`config.mk`:
```
export PLATFORM = sky130hd
export DESIGN_NAME = alu_operand_sequencer
export DESIGN_NICKNAME = d
export VERILOG_FILES = /design/src/rtl/alu_operand_sequencer.sv
export SDC_FILE = /design/constraint.sdc
export NUM_CORES = 1
export LEC_CHECK = 0
export ABC_AREA = 1
export BUFFER_PORTS_ARGS = -buffer_cell sky130_fd_sc_hd__buf_2
export CORE_MARGIN = 2
export CORE_UTILIZATION = 45
export DETAILED_ROUTE_END_ITERATION = 8
export GPL_TIMING_DRIVEN = 0
export PLACE_DENSITY_LB_ADDON = 0.05
export SYNTH_ARGS = -nofsm -noshare
export SYNTH_HDL_FRONTEND = slang
export SYNTH_SLANG_ARGS = --single-unit
```
`constraint.sdc`:
```
create_clock -name clk -period 1.7 [get_ports clk]
set_input_delay 0.34 -clock clk [delete_from_list [all_inputs] [get_ports clk]]
set_output_delay 0.34 -clock clk [all_outputs]
set_load 0.005 [all_outputs]
```
`src/rtl/alu_operand_sequencer.sv`:
```
// Collects opcode, a and b over three debounced ENTER presses, pulses execute, captures f.
// Press-to-strobe is 2 + DEBOUNCE_CYCLES cycles; execute and capture follow in the next two cycles.

module alu_seq_debounce #(
   parameter int DEBOUNCE_CYCLES = 250000,
   parameter int CNT_W           = 18
) (
   input  logic clk,
   input  logic rst_n,
   input  logic btn_i,
   output logic press_o
);
   logic [1:0]       sync_q;
   logic [1:0]       fill_q;
   logic             level_q;
   logic             armed_q;
   logic             press_q;
   logic [CNT_W-1:0] cnt_q;

   assign press_o = press_q;

   // Strobes stay disarmed until a released level is seen, so a button held through reset is ignored.
   always_ff @(posedge clk or negedge rst_n) begin
      if (!rst_n) begin
         sync_q  <= 2'b00;
         fill_q  <= 2'b00;
         level_q <= 1'b0;
         armed_q <= 1'b0;
         press_q <= 1'b0;
         cnt_q   <= '0;
      end else begin
         sync_q  <= {sync_q[0], btn_i};
         fill_q  <= {fill_q[0], 1'b1};
         press_q <= 1'b0;
         if (fill_q[1] && !sync_q[1] && !level_q)
            armed_q <= 1'b1;
         if (sync_q[1] == level_q) begin
            cnt_q <= '0;
         end else if (cnt_q == CNT_W'(DEBOUNCE_CYCLES - 1)) begin
            level_q <= sync_q[1];
            cnt_q   <= '0;
            press_q <= sync_q[1] & armed_q;
         end else begin
            cnt_q <= cnt_q + 1'b1;
         end
      end
   end
endmodule

module alu_operand_sequencer #(
   parameter int DEBOUNCE_CYCLES = 250000,
   parameter int CNT_W           = 18
) (
   input  logic       clk,
   input  logic       rst_n,
   input  logic [2:0] sw,
   input  logic       btn_enter,
   input  logic       btn_clear,
   input  logic [5:0] f,
   output logic [2:0] opcode,
   output logic [2:0] a,
   output logic [2:0] b,
   output logic       execute,
   output logic [5:0] result,
   output logic       result_valid,
   output logic [2:0] state
);
   typedef enum logic [2:0] {
      S_OP   = 3'd0,
      S_A    = 3'd1,
      S_B    = 3'd2,
      S_EXEC = 3'd3,
      S_CAPT = 3'd4
   } state_t;

   state_t     state_q;
   logic [2:0] opcode_q, a_q, b_q;
   logic       execute_q;
   logic [5:0] result_q;
   logic       result_valid_q;
   logic       enter_stb;
   logic       clear_stb;

   alu_seq_debounce #(.DEBOUNCE_CYCLES(DEBOUNCE_CYCLES), .CNT_W(CNT_W)) u_enter (
      .clk(clk), .rst_n(rst_n), .btn_i(btn_enter), .press_o(enter_stb));

   alu_seq_debounce #(.DEBOUNCE_CYCLES(DEBOUNCE_CYCLES), .CNT_W(CNT_W)) u_clear (
      .clk(clk), .rst_n(rst_n), .btn_i(btn_clear), .press_o(clear_stb));

   assign opcode       = opcode_q;
   assign a            = a_q;
   assign b            = b_q;
   assign execute      = execute_q;
   assign result       = result_q;
   assign result_valid = result_valid_q;
   assign state        = state_q;

   // Clear outranks enter; execute is raised on entry to S_EXEC so it spans exactly that state.
   always_ff @(posedge clk or negedge rst_n) begin
      if (!rst_n) begin
         state_q        <= S_OP;
         opcode_q       <= 3'd0;
         a_q            <= 3'd0;
         b_q            <= 3'd0;
         execute_q      <= 1'b0;
         result_q       <= 6'd0;
         result_valid_q <= 1'b0;
      end else begin
         execute_q <= 1'b0;
         if (clear_stb) begin
            state_q        <= S_OP;
            opcode_q       <= 3'd0;
            a_q            <= 3'd0;
            b_q            <= 3'd0;
            result_q       <= 6'd0;
            result_valid_q <= 1'b0;
         end else begin
            case (state_q)
               S_OP: if (enter_stb) begin
                  opcode_q       <= sw;
                  result_valid_q <= 1'b0;
                  state_q        <= S_A;
               end
               S_A: if (enter_stb) begin
                  a_q     <= sw;
                  state_q <= S_B;
               end
               S_B: if (enter_stb) begin
                  b_q       <= sw;
                  execute_q <= 1'b1;
                  state_q   <= S_EXEC;
               end
               S_EXEC: state_q <= S_CAPT;
               S_CAPT: begin
                  result_q       <= f;
                  result_valid_q <= 1'b1;
                  state_q        <= S_OP;
               end
               default: state_q <= S_OP;
            endcase
         end
      end
   end
endmodule

```
* After elaboration in Yosys (flattened, before gate mapping) *
Cells that the tools add are included.

storage, ports and cells
  input port bits = 13
  word-level logic and storage cells = 86
  output and inout bits = 20
  register bits = 70

cells by class
  reductions and logical operators = 22
  $add $sub $neg = 2
  bitwise logic cells = 4
  mux-type cells = 28
  equality and inequality tests = 11

operator list
  kind                                                 count
  two-way mux 18 bit                                   4
  adder 18 x 1 -> 18 bit, second input constant        2
  equality test 18 bit, second input constant          2
  two-way mux 3 bit                                    11
  two-way mux 6 bit                                    2
  case mux 3 bit (4 select lines)                      1
  AND reduction 2 bit                                  6
  nonzero test 2 bit                                   5
  two-way mux 1 bit                                    9
  != test 3 x 1 -> 1 bit, second input constant        3
  equality test 3 x 2 -> 1 bit, second input constant  2
  logical AND 1 bit                                    4
  logical NOT 1 bit                                    4
  equality test 3 x 1 -> 1 bit, second input constant  1
  equality test 3 bit, second input constant           1
  logical NOT 3 bit                                    1
  AND reduction 3 bit                                  1
  nonzero test 3 bit                                   1
  bitwise AND 1 bit                                    2
  equality test 1 bit                                  2
  NOT 1 bit                                            2
  case mux 1 bit (2 select lines)                      1

* Longest topological paths before layout *
  depth after elaboration = 3
  gate-level depth with buffers = 9
  depth with buffers taken out = 9

* Hierarchy *
A second synthesis with hierarchy kept.

second synthesis, totals
  cells, all modules = 387
  area total of the unflattened synthesis = 3364.5 um^2

modules (own cells, without submodules)
  module                 sequential area each (um^2)  area each (um^2)  instances  cells an instance
  alu_seq_debounce       625.6                        1249.9            2          144
  alu_operand_sequencer  500.5                        864.6             1          99

* Worst setup path before layout *
No wires, ideal clock.

  kind = flip-flop to flip-flop
  start point = register u_enter.cnt_q[0]
  end point = register u_enter.cnt_q[11]
  library setup time = 0.119 ns
  stages on the path, launching flop included = 9
  buffers on the path = 0
  clock period less this slack = 1.277 ns
  slack = 0.423 ns
  data required time = 1.581 ns
  data arrival time = 1.159 ns
  cells stage by stage = dfrtp_1 > ha_1 > nand2_2 > nor2_4 > inv_2 > nor2_1 > nand3_2 > nand2_4 > nor2_1

between the ends
  cells in the longest elaborated chain, start to end = 3
  elaborated cells on any way between the ends = 4
  those cells by class = add/sub: 1; eq/ne: 1; mux: 2

RTL lines
  element                                                         RTL line  source
  from (decl)                                                     18        logic [CNT_W-1:0] cnt_q;
  from (signal assigned)                                          44        cnt_q <= cnt_q + 1'b1;
  adder 18 x 1 -> 18 bit or equality test 18 bit (tied branches)  44, 39
  two-way mux 18 bit *                                            39        end else if (cnt_q == CNT_W'(DEBOUNCE_CYCLES - 1)) begin
  two-way mux 18 bit *                                            37        if (sync_q[1] == level_q) begin

Mark *: on every way between the ends. The rest lies on a longest branch, timed or not.
A chain may end at the register's enable or synchronous reset.

* Final worst setup path *
  start point = register u_enter.cnt_q[0]
  end point = register u_enter.cnt_q[9]

The elaborated chain is that of the path after synthesis.

==> run summary <==
unrepaired setup endpoints after global routing = false
outcome = completed
CP Buf/Inv Count = 1
initial DRC count = 97
Routed Antenna Nets = 0
clock tree from TritonCTS = done
Worst setup EP type = register
Clock Skew = 5.95 ps
initial cell density of the core = 46.0%
initial antenna violation count = 0
startpoint types = register
synth top area cells = dfrtp_1 51%, nand2_1 9.7%, nor2_1 8.5%
DR vias = 2611
largest net degree at the start of global routing = 69
site row count = 31
vias in the first global route = 2451
Synth area leader = dfrtp_1
Syn. warnings = 0
Rel. slew slack = 44.5%
syn_area_per_cell = 8.22 um2
vias per inst = 4.75
synthesized flop and latch total = 68
Post-Syn Instances = 404
post-layout minimum cycle time = 1440 ps
number of distinct library cells after synthesis = 29
CTS Buffer Depth = 2
CTS H-tree depth = 3
R2R Setup Slk = 260 ps
worst r2r src = u_enter.cnt_q[0]
critical path arrival = 1660 ps
fin area = 3790 um2
DRT Pass-1 Iters = 4
hold buffer count at cts = 0
Reg2Reg Depth = 8
post-synth net total = 419
Fmax = 697 MHz
crit-path most repeated cell = nor2_1
Final Max Tran Viols = 0
clock-pin slew on the worst setup and hold paths = 70 ps
Cell Area, Placed = 3610 um2
maximum vdd drop = 0.000359 V
Lkg Pwr = 1.73 nW
Final setup viols = 0
Congestion Overflow GR = 0
FF-to-FF End = u_enter.cnt_q[9]
CP Class = register to register
quantity of gates resized following cts = 0
DRC = 0
crit path cell chain = ha_1, nand2_2, nor2_4, inv_2, nor2_1, nand3_2, nand2_4, nor2_1
Tcrit/Tclk final = 84.4%
CTS buffer count = 9
sequential cell area fraction in the yosys report = 51.3%
Final Hold Viols = 0
share of cells above drive strength 1 = 16.9%
Post-Syn Area = 3320 um2
Die Span X = 89.9 um
Hold Path Class = primary input to asynchronous set/reset pin
NumNets Final = 462
layout filler cell count = 734
worst skew pair latency = 340 ps
Total GRT Usage = 17.4%
Fin Hold WS = 93.3 ps
Max Cap Violations = 0
Die Footprint = 8080 um2
clock root buffer = clkbuf_8
max incr delay on CP = 360 ps
core area = 7210 um2
setup bufs post-CTS = 0
Area growth, synth to finish = 14.2%
first-pass GRT wire length = 11400 um
input/output buffers = 32
ANT cells = 0
gpl congestion = 0.825
CP max stage cell = dfrtp_1
die height = 89.9 um
top cell type's share of synthesized area = 51.3%
WL/cell = 11.7 um
Final HPWL DP = 4690 um
final wirelength = 6430 um
delay-heaviest family, CP = simple AND/OR/NAND/NOR gates
I/O pin total = 33
Req. time, crit path = 1920 ps
slew of the pin with the lowest slew margin = 833 ps
clock sinks = 68
PwrDens = 799 nW/um2
Worst Path Max Fanout = 10
-- metrics by stage --
step | power (mW) | setup TNS [ps] | setup slack (ps) | instances | utilization [%]
after floorplan | 1.72 | 0 | 423 | 404 | -
after global placement | 1.78 | -2880 | -46.8 | 535 | 49.9
after detailed placement | 1.78 | 0 | 235 | 535 | 50.0
after CTS | 3.07 | 0 | 229 | 550 | 52.5
after global routing | 3.16 | 0 | 105 | 550 | 52.5
final | 3.03 | 0 | 265 | 550 | 52.5
-- cell families after synthesis --
group                      synth area share [%]
adders and majority gates                 0.754
other                                     0.113
and+or+nand+nor                            32.4
AOI/OAI and AO/OA                          4.41
xor gates and xnor gates                   4.67
DFF                                        51.3
buffers and inverters                      6.41
-- sequential cells by signal (all words and copies together) (netlist names) --
register,flops
a,3
b,3
execute,1
opcode,3
result,6
result_valid,1
state,3
u_clear.armed_q,1
u_clear.cnt_q,18
u_clear.fill_q,2
u_clear.level_q,1
u_clear.press_o,1
u_clear.sync_q,2
u_enter.armed_q,1
u_enter.cnt_q,18
u_enter.level_q,1
u_enter.press_o,1
u_enter.sync_q,2
-- how the worst max path moves through the flow --
stage / from / endpoint / slack, ps / cells past startpoint
2_1_floorplan: u_enter.cnt_q[0] / u_enter.cnt_q[11] / 420 / 8
3_3_place_gp: rst_n / u_enter.cnt_q[11] / -50 / 1
3_5_place_dp: u_enter.cnt_q[0] / u_enter.cnt_q[16] / 230 / 8
4_1_cts: u_enter.cnt_q[0] / u_enter.cnt_q[16] / 230 / 8
5_1_grt: u_enter.cnt_q[0] / u_enter.cnt_q[11] / 100 / 8
6_report: u_enter.cnt_q[0] / u_enter.cnt_q[9] / 260 / 8
-- placed cells by master, fill, tap and decap left out, types with 5 or more instances in the layout --
cell type | Yosys | final
nor2_4 | 6 | 6
nand2_1 | 86 | 86
xor2_1 | 11 | 11
o21ai_0 | 12 | 12
buf_2 | 2 | 33
nor3_1 | 6 | 6
inv_1 | 49 | 49
nand2_2 | 8 | 8
nor2_1 | 75 | 75
nand3_1 | 36 | 36
nor2_2 | 5 | 5
clkbuf_8 | 0 | 10
dfrtp_1 | 68 | 68
nand4_1 | 5 | 5
-- layout make-up --
| type | instances | area, um2 | area share (%) |
|---|---|---|---|
| flip-flops and latches | 68 | 1700 | 44.9 |
| multi-input cells | 280 | 1410 | 37.1 |
| inverters | 54 | 203 | 5.35 |
| repair buffers | 32 | 163 | 4.29 |
| clock buffers | 13 | 149 | 3.93 |
| well taps | 99 | 124 | 3.27 |
| clock inverters | 2 | 35.0 | 0.924 |
| plain buffers | 2 | 10.0 | 0.264 |
-- power breakdown --
| group | leakage, nW | internal (mW) | total, mW | switching [mW] |
|---|---|---|---|---|
| combinational | 0.791 | 0.0277 | 0.0974 | 0.0697 |
| sequential | 0.842 | 1.64 | 1.65 | 0.0137 |
| clock | 0.0935 | 0.710 | 1.28 | 0.571 |
-- metal layers --
layer	part of all wire (%)	vias up	GRT usage (%)
met5	0	-	0
met4	1.5	0	6.41
met3	3.0	8	4.36
met2	44	34	26.5
met1	51	1213	24.2
li1	-	1356	-
-- cells in the mapped netlist --
cell / n
o22ai_1: 3
clkinv_1: 2
ha_1: 2
nand4_1: 5
a21oi_1: 4
nand3_1: 36
dfrtp_1: 68
nand3_2: 3
xor2_1: 11
nor3_1: 6
nor2_2: 5
nand2_2: 8
nand2_1: 86
o21bai_1: 4
xnor2_1: 3
buf_2: 2
conb_1: 1
nor2_4: 6
nor3b_2: 2
nand2_4: 1
nor3b_1: 1
xor2_2: 2
o31ai_1: 1
o21ai_1: 2
nor2_1: 75
o21ai_0: 12
nor4_1: 1
inv_2: 3
inv_1: 49
(Power assumes the default switching activity.)
